`src/rtl/hamming_deser.sv`:
```
// Serial-to-parallel collector for Hamming codewords feeding a small output FIFO.
// Bits arrive MSB (hamming position 1) first; words pass through unmodified.
module hamming_deser #(
    parameter  int IP_BIT = 8,
    parameter  int DEPTH  = 4,
    localparam int CODE_W = IP_BIT + 4,
    localparam int LVL_W  = $clog2(DEPTH) + 1
) (
    input  logic              clk,
    input  logic              rst_n,
    input  logic              in_valid,
    input  logic              in_bit,
    input  logic              out_ready,
    output logic              out_valid,
    output logic [CODE_W-1:0] out_code,
    output logic [LVL_W-1:0]  level,
    output logic              overflow
);

    localparam int PTR_W = $clog2(DEPTH);
    localparam int CNT_W = $clog2(CODE_W);
    localparam logic [CNT_W-1:0] LAST_CNT = CNT_W'(CODE_W - 1);
    localparam logic [LVL_W-1:0] FULL_LVL = LVL_W'(DEPTH);

    typedef enum logic [0:0] {
        IDLE    = 1'b0,
        COLLECT = 1'b1
    } state_t;

    state_t              state_q, state_d;
    logic [CNT_W-1:0]    cnt_q, cnt_d;
    logic [CODE_W-1:0]   shift_q, shift_d;
    logic [PTR_W-1:0]    rd_ptr_q, rd_ptr_d;
    logic [PTR_W-1:0]    wr_ptr_q, wr_ptr_d;
    logic [LVL_W-1:0]    level_q, level_d;
    logic                out_valid_q, out_valid_d;
    logic [CODE_W-1:0]   out_code_q, out_code_d;
    logic                overflow_q, overflow_d;
    logic [CODE_W-1:0]   mem_q [DEPTH];
    logic [CODE_W-1:0]   mem_d [DEPTH];

    logic                push_s;
    logic                pop_s;
    logic                full_s;
    logic                accept_s;
    logic [CODE_W-1:0]   push_word_s;
    logic [CODE_W-1:0]   head_s;

    assign push_word_s = {shift_q[CODE_W-2:0], in_bit};

    // Bit collection FSM: count valid bits and flag the word-completing cycle.
    always_comb begin
        state_d = state_q;
        cnt_d   = cnt_q;
        shift_d = shift_q;
        push_s  = 1'b0;
        if (in_valid) begin
            shift_d = push_word_s;
        end else begin
            shift_d = shift_q;
        end
        case (state_q)
            IDLE: begin
                if (in_valid) begin
                    state_d = COLLECT;
                    cnt_d   = CNT_W'(1);
                end else begin
                    state_d = IDLE;
                end
            end
            COLLECT: begin
                if (in_valid && (cnt_q == LAST_CNT)) begin
                    state_d = IDLE;
                    cnt_d   = {CNT_W{1'b0}};
                    push_s  = 1'b1;
                end else if (in_valid) begin
                    cnt_d   = cnt_q + CNT_W'(1);
                end else begin
                    cnt_d   = cnt_q;
                end
            end
            default: begin
                state_d = IDLE;
                cnt_d   = {CNT_W{1'b0}};
            end
        endcase
    end

    // FIFO bookkeeping; the registered head is precomputed from next-state pointers.
    always_comb begin
        pop_s      = out_valid_q & out_ready;
        full_s     = (level_q == FULL_LVL);
        accept_s   = push_s & (~full_s | pop_s);
        overflow_d = overflow_q | (push_s & full_s & ~pop_s);
        mem_d      = mem_q;
        if (accept_s) begin
            mem_d[wr_ptr_q] = push_word_s;
        end else begin
            mem_d[wr_ptr_q] = mem_q[wr_ptr_q];
        end
        case ({accept_s, pop_s})
            2'b10:   level_d = level_q + LVL_W'(1);
            2'b01:   level_d = level_q - LVL_W'(1);
            default: level_d = level_q;
        endcase
        rd_ptr_d = pop_s    ? (rd_ptr_q + PTR_W'(1)) : rd_ptr_q;
        wr_ptr_d = accept_s ? (wr_ptr_q + PTR_W'(1)) : wr_ptr_q;
        // A word landing in the slot the head moves onto is not in mem_q yet.
        if (accept_s && (rd_ptr_d == wr_ptr_q)) begin
            head_s = push_word_s;
        end else begin
            head_s = mem_q[rd_ptr_d];
        end
        out_valid_d = (level_d != {LVL_W{1'b0}});
        out_code_d  = out_valid_d ? head_s : {CODE_W{1'b0}};
    end

    // Control and output registers.
    always_ff @(posedge clk or negedge rst_n) begin
        if (!rst_n) begin
            state_q     <= IDLE;
            cnt_q       <= {CNT_W{1'b0}};
            shift_q     <= {CODE_W{1'b0}};
            rd_ptr_q    <= {PTR_W{1'b0}};
            wr_ptr_q    <= {PTR_W{1'b0}};
            level_q     <= {LVL_W{1'b0}};
            out_valid_q <= 1'b0;
            out_code_q  <= {CODE_W{1'b0}};
            overflow_q  <= 1'b0;
        end else begin
            state_q     <= state_d;
            cnt_q       <= cnt_d;
            shift_q     <= shift_d;
            rd_ptr_q    <= rd_ptr_d;
            wr_ptr_q    <= wr_ptr_d;
            level_q     <= level_d;
            out_valid_q <= out_valid_d;
            out_code_q  <= out_code_d;
            overflow_q  <= overflow_d;
        end
    end

    // Word storage; contents are only observed through the registered head.
    always_ff @(posedge clk) begin
        mem_q <= mem_d;
    end

    assign out_valid = out_valid_q;
    assign out_code  = out_code_q;
    assign level     = level_q;
    assign overflow  = overflow_q;

endmodule

```
`config.mk`:
```
export PLATFORM = sky130hd
export DESIGN_NAME = hamming_deser
export DESIGN_NICKNAME = d
export VERILOG_FILES = /design/src/rtl/hamming_deser.sv
export SDC_FILE = /design/constraint.sdc
export NUM_CORES = 1
export LEC_CHECK = 0
export ABC_AREA = 0
export CELL_PAD_IN_SITES_DETAIL_PLACEMENT = 0
export CELL_PAD_IN_SITES_GLOBAL_PLACEMENT = 1
export CORE_MARGIN = 5
export CORE_UTILIZATION = 35
export CTS_BUF_LIST = sky130_fd_sc_hd__clkbuf_8 sky130_fd_sc_hd__clkbuf_16
export CTS_CLUSTER_DIAMETER = 60
export DETAILED_ROUTE_END_ITERATION = 8
export GPL_TIMING_DRIVEN = 0
export PLACE_DENSITY_LB_ADDON = 0.12
export SKIP_CTS_REPAIR_TIMING = 1
export SYNTH_ARGS = -nofsm -noshare
export SYNTH_HDL_FRONTEND = slang
export SYNTH_SLANG_ARGS = --single-unit
```
`constraint.sdc`:
```
create_clock -name clk -period 3.6 [get_ports clk]
set_input_delay 0.54 -clock clk [delete_from_list [all_inputs] [get_ports clk]]
set_output_delay 0.54 -clock clk [all_outputs]
set_load 0.005 [all_outputs]
```
# Word-level counts from Yosys, hierarchy flattened

Index checks and enable logic that the tools add are counted.

Add/subtract/negate cells: 5
Order comparisons: 3
Eq/ne operators: 7
Muxes and demuxes: 24
Bitwise logic cells: 11
Reduce and logical (&&, ||, !) cells: 5

Operators by type and width:

| cell                                                        | number |
|---|---|
| bitwise mux 48 bit                                          | 2 |
| 2-to-1 mux 12 bit                                           | 7 |
| binary-select mux 12 bit (select 2 bit)                     | 2 |
| 2-to-1 mux 48 bit                                           | 1 |
| demux 12 bit (select 2 bit)                                 | 1 |
| 2-to-1 mux 4 bit                                            | 3 |
| case mux 4 bit (2 select lines)                             | 1 |
| >= comparator 3 bit (second input constant)                 | 2 |
| NOT 2 -> 3 bit                                              | 2 |
| case mux 3 bit (2 select lines)                             | 1 |
| adder 2 x 1 -> 2 bit (second input constant)                | 2 |
| adder 4 x 1 -> 4 bit (second input constant)                | 1 |
| bitwise AND 1 bit                                           | 4 |
| equality test 4 bit (second input constant)                 | 1 |
| 2-to-1 mux 1 bit                                            | 4 |
| adder 3 x 1 -> 3 bit (second input constant)                | 1 |
| equality test 3 bit (second input constant)                 | 1 |
| logical AND 1 bit                                           | 3 |
| less-than comparator 3 x 1 -> 1 bit (second input constant) | 1 |
| inequality test 3 x 2 -> 1 bit (second input constant)      | 1 |
| NOT 1 bit                                                   | 3 |
| nonzero test 3 bit                                          | 1 |
| subtractor 3 x 1 -> 3 bit (second input constant)           | 1 |
| equality test 2 x 1 -> 1 bit (second input constant)        | 1 |
| other kinds (7)                                             | 8 |

Flip-flop bits (word level): 85
Bits of input ports: 5
Output and inout port bits: 17
Logic and storage cells: 68

# Longest topological paths before layout

Gate-level depths: netlist of run 1.

Depth in word-level cells: 9
Gate-level depth with buffers: 12
Gate-level depth less buffers: 10

# Worst setup path after synthesis of run 1

No wires, ideal clock.

Path type: register to register
Start: register cnt_q[0]
End: register out_code_q[10] (netlist: out_code[10])
Setup time: 0.132 ns
Arrival: 2.888 ns
Data required time: 3.468 ns
Slack: 0.580 ns
Stages on the path, launching flop included: 13
Path buffers: 2
Period minus slack after synthesis: 3.020 ns
Cell sequence: dfrtp_1 > ha_1 > and3b_1 > o2111ai_4 > buf_8 > ha_1 > fa_1 > xnor2_1 > nor2_1 > xnor2_1 > nor3b_1 > clkbuf_1 > nor2_1

Word-level cells in the longest chain between the ends: 9
Elaborated cells between the ends (all ways): 12
Classes of those cells: eq/ne (3); mux (5); bitwise (1); reduce/logical (3)

RTL lines:

| item                                                                       | line | RTL |
|---|---|---|
| start: declaration                                                         | 31   | `logic [CNT_W-1:0] cnt_q, cnt_d;` |
| start signal: assignment                                                   | 122  | `cnt_q <= {CNT_W{1'b0}};` |
| start signal: assignment                                                   | 132  | `cnt_q <= cnt_d;` |
| equality test 4 bit *                                                      | 72   | `if (in_valid && (cnt_q == LAST_CNT)) begin` |
| logical AND 1 bit *                                                        | 72   |  |
| 2-to-1 mux 1 bit *                                                         | 72   |  |
| 2-to-1 mux 1 bit *                                                         | 62   | `case (state_q)` |
| bitwise AND 1 bit *                                                        | 93   | `accept_s = push_s & (~full_s \| pop_s);` |
| equality test 2 x 1 -> 1 bit / equality test 2 bit (equally long branches) | 101  | `case ({accept_s, pop_s})` |
| case mux 3 bit (2 select lines)                                            | 101  |  |
| nonzero test 3 bit                                                         | 114  | `out_valid_d = (level_d != {LVL_W{1'b0}});` |
| 2-to-1 mux 12 bit *                                                        | 115  | `out_code_d = out_valid_d ? head_s : {CODE_W{1'b0}};` |
| named net out_code_d[10]                                                   | 37   | `logic [CODE_W-1:0] out_code_q, out_code_d;` |
| end signal: assignment                                                     | 128  | `out_code_q <= {CODE_W{1'b0}};` |
| end signal: assignment                                                     | 138  | `out_code_q <= out_code_d;` |
| end: declaration                                                           | 37   |  |

Mark *: on every way through the listed nets, which the timed path passes. The rest lies on a longest branch.
A chain may end at the register's enable or synchronous reset.

# Worst setup path in the final report of run 1

Start: register cnt_q[0]
End: register out_code_q[4] (netlist: out_code[4])

Same word-level chain as after synthesis.

==> results.py, run 1 <==
metrics = {
    "floorplanning": {
        "core_area_sq_um": 12000,
        "dieHeight_um": 120,
        "row_count": 40,
        "ios": 22,
        "die_area_sq_um": 14500,
        "die_w_um": 120,
        "start_util_pct": 35.6,
    },
    "pwr": {
        "p_leak_nw": 1.97,
        "ir_drop_mv": 0.307,
        "power.density_nw_per_um2": 1000,
    },
    "cts": {
        "insertion_delay_ns": 0.34,
        "cts_buffers": 9,
        "htree_levels": 3,
        "cts_tree": "done",
        "clk_pin_slew_worst_paths_ns": 0.06,
        "clockBufferDepth": 2,
        "root_buffer": "clkbuf_16",
        "clock_sinks": 85,
    },
    "sta": {
        "finalCritPeriodShare_pct": 88.9,
        "period_needed_ns": 3.20,
        "setup_tns_ns": 0,
        "worstMarginPinSlew_ns": 0.907,
        "setup_viol": 0,
        "hold_viol": 0,
        "drv_slew": 0,
        "hold_slack_ns": 0.0397,
        "fmax_mhz": 312,
        "rsz0062_at_grt": "false",
        "max-slew-margin-rel_pct": 39.5,
        "finalClockSkew_ns": 0.00680,
    },
    "synthesis": {
        "synth_ff_type": "edfxtp_1",
        "yosysWarnings": 0,
        "ys_top_cells_by_area": "edfxtp_1 (34%), dfrtp_1 (22%), mux2i_1 (8.7%)",
        "synth_common_cells": "nor2b_1 (49), edfxtp_1 (48), dfrtp_1 (37), mux2i_1 (37), inv_1 (21)",
        "yosysTopAreaCell": "edfxtp_1",
        "synth_most_common_cell": "nor2b_1",
        "syn_nets": 331,
        "synth_edf_count": 48,
        "syn_avg_cell_area_sq_um": 13.3,
        "ys_async_sr_fraction_pct": 43.5,
        "synthesis.area_sq_um": 4260,
        "yosysSeqAreaShare_pct": 55.6,
        "ys_types": 36,
        "ys_seq_elements": 85,
        "synth_cells": 319,
        "synth_top_area_share_pct": 33.9,
    },
    "setup_path": {
        "crit_type": "flop to flop",
        "worst-path-max-fanout": 10,
        "arrival_ns": 3.42,
        "critPathRequiredTime_ns": 3.82,
        "end_kind": "flop",
        "start_kind": "flop",
    },
    "placement": {
        "place_congestion": 0.729,
        "numPlacedInstances": 488,
        "io_buffers": 21,
        "dp_hpwl_mm": 6.63,
    },
    "layout": {
        "n_fill_cell": 1148,
        "syn2layout_area_growth_pct": 16.8,
        "multiInputGateArea_sq_um": 1710,
        "drive_gt1_share_pct": 14.8,
        "n_antenna_cell": 0,
        "final_cells": 504,
        "fin_nets": 364,
        "regArea_sq_um": 2370,
    },
    "global_route": {
        "grt_pass1_wl_mm": 16.1,
        "grt_max_degree": 32,
        "met1_usage_pct": 18.9,
        "antenna_found_initial": 0,
        "use_met2_pct": 26.0,
        "top_usage_layer": "met2",
        "gr-usage-all-layers_pct": 15.2,
        "grtUsageMet3_pct": 4.35,
        "grt_pass1_vias": 2776,
        "grt.overflow.total": 0,
    },
    "detailed_routing": {
        "firstDrtPassIters": 4,
        "wl_per_cell_um": 20.1,
        "viasPerCell": 5.19,
        "antenna_left": 0,
        "via_count": 2615,
        "wl_mm": 10.1,
        "dr.first_iter.drc_count": 129,
        "route.detailed.drc": 0,
    },
    "worst_hold_path": {
        "hp-class": "input port to async pin",
    },
    "run_status": {
        "status": "finished, final reports clean",
    },
    "flow_run": {
        "maxCapViolCount": 0,
    },
}
## through the flow
stage	area (sq um)	util, %	setup slack (ns)	total power [mW]
after floorplan	4260	-	0.580	3.33
after detailed placement	4660	39.0	-0.748	4.12
after global placement	4650	38.9	-0.738	4.09
final	4970	41.6	0.399	5.00
after CTS	4950	41.4	-0.383	5.03
after global routing	4970	41.6	0.0792	5.38
## sequential cells by signal, summed over array words and instances (netlist names)
register   cells
state_q        1
level          3
shift_q       11
wr_ptr_q       2
overflow       1
rd_ptr_q       2
out_valid      1
cnt_q          4
out_code      12
mem_q         48
## power breakdown
part           switching [mW]  total [mW]  internal, mW
combinational            1.23        2.26          1.03
clock                   0.363       0.891         0.528
sequential              0.237        1.84          1.60
total                    1.83        5.00          3.16
## kinds of logic (layout without fill, tap and decap cells)
group	Yosys count	in the layout	synth area share (%)
flip-flops	85	85	55.6
AO/OA/AOI/OAI	43	43	7.70
buffers and inverters	41	79	4.47
adder cells (fa/ha/maj)	7	7	2.23
AND/OR/NAND/NOR	76	76	10.5
multiplexers	61	61	18.2
XOR/XNOR	6	6	1.23
## worst paths after layout
kind,to,startpoint,cells past startpoint,slack (ns)
setup / recovery,out_code[4],cnt_q[0],12,0.40
hold / removal,shift_q[0],rst_n,1,0.04
setup reg to reg,out_code[4],cnt_q[0],12,0.40
hold reg to reg,overflow,overflow,2,0.46
max in group asynchronous,out_code[4],rst_n,2,3.12
min in group clk,overflow,overflow,2,0.46
## cell type report
type / count / share of cell area [%]
sequential: 85 / 47.6
multi-input combinational: 193 / 34.4
timing repair buffer: 22 / 4.58
clock buffer: 9 / 4.53
tap: 147 / 3.70
buffer: 20 / 2.39
inverter: 21 / 1.59
clock inverter: 7 / 1.21
## worst max-delay path, stage by stage (launching register included)
cell and delay [ns]:
dfrtp_1 0.39, ha_1 0.19, and3b_1 0.27, o2111ai_4 0.30
buf_8 0.26, ha_1 0.23, fa_1 0.39, xnor2_1 0.16
nor2_1 0.07, xnor2_1 0.22, nor3b_4 0.29, buf_6 0.21
nor2_1 0.08
## placed cells by master, fill, tap and decap left out, types with 3 or more instances in the layout
cell type / instances
mux2_2: 12
nor2_1: 13
buf_2: 6
nor2b_1: 49
o21ai_0: 4
nand3_1: 4
a221oi_1: 12
mux2i_1: 37
clkbuf_1: 8
clkbuf_16: 9
xnor2_1: 5
clkdlybuf4s50_1: 19
dfrtp_1: 37
ha_1: 6
a21oi_1: 14
inv_1: 23
o21a_1: 3
mux4_2: 12
edfxtp_1: 48
## routing by layer
metal,wire length [um],vias up
met5,0,-
met4,127,0
met3,418,11
met2,5030,50
met1,4560,1332
li1,-,1222
(Power assumes the default switching activity.)
==> inputs of run 2 (changes only) <==
CTS_CLUSTER_DIAMETER = 30   (was 60)
==> results of run 2 <==
Same layout as run 1: the final DEF is identical, and so are final timing and power.
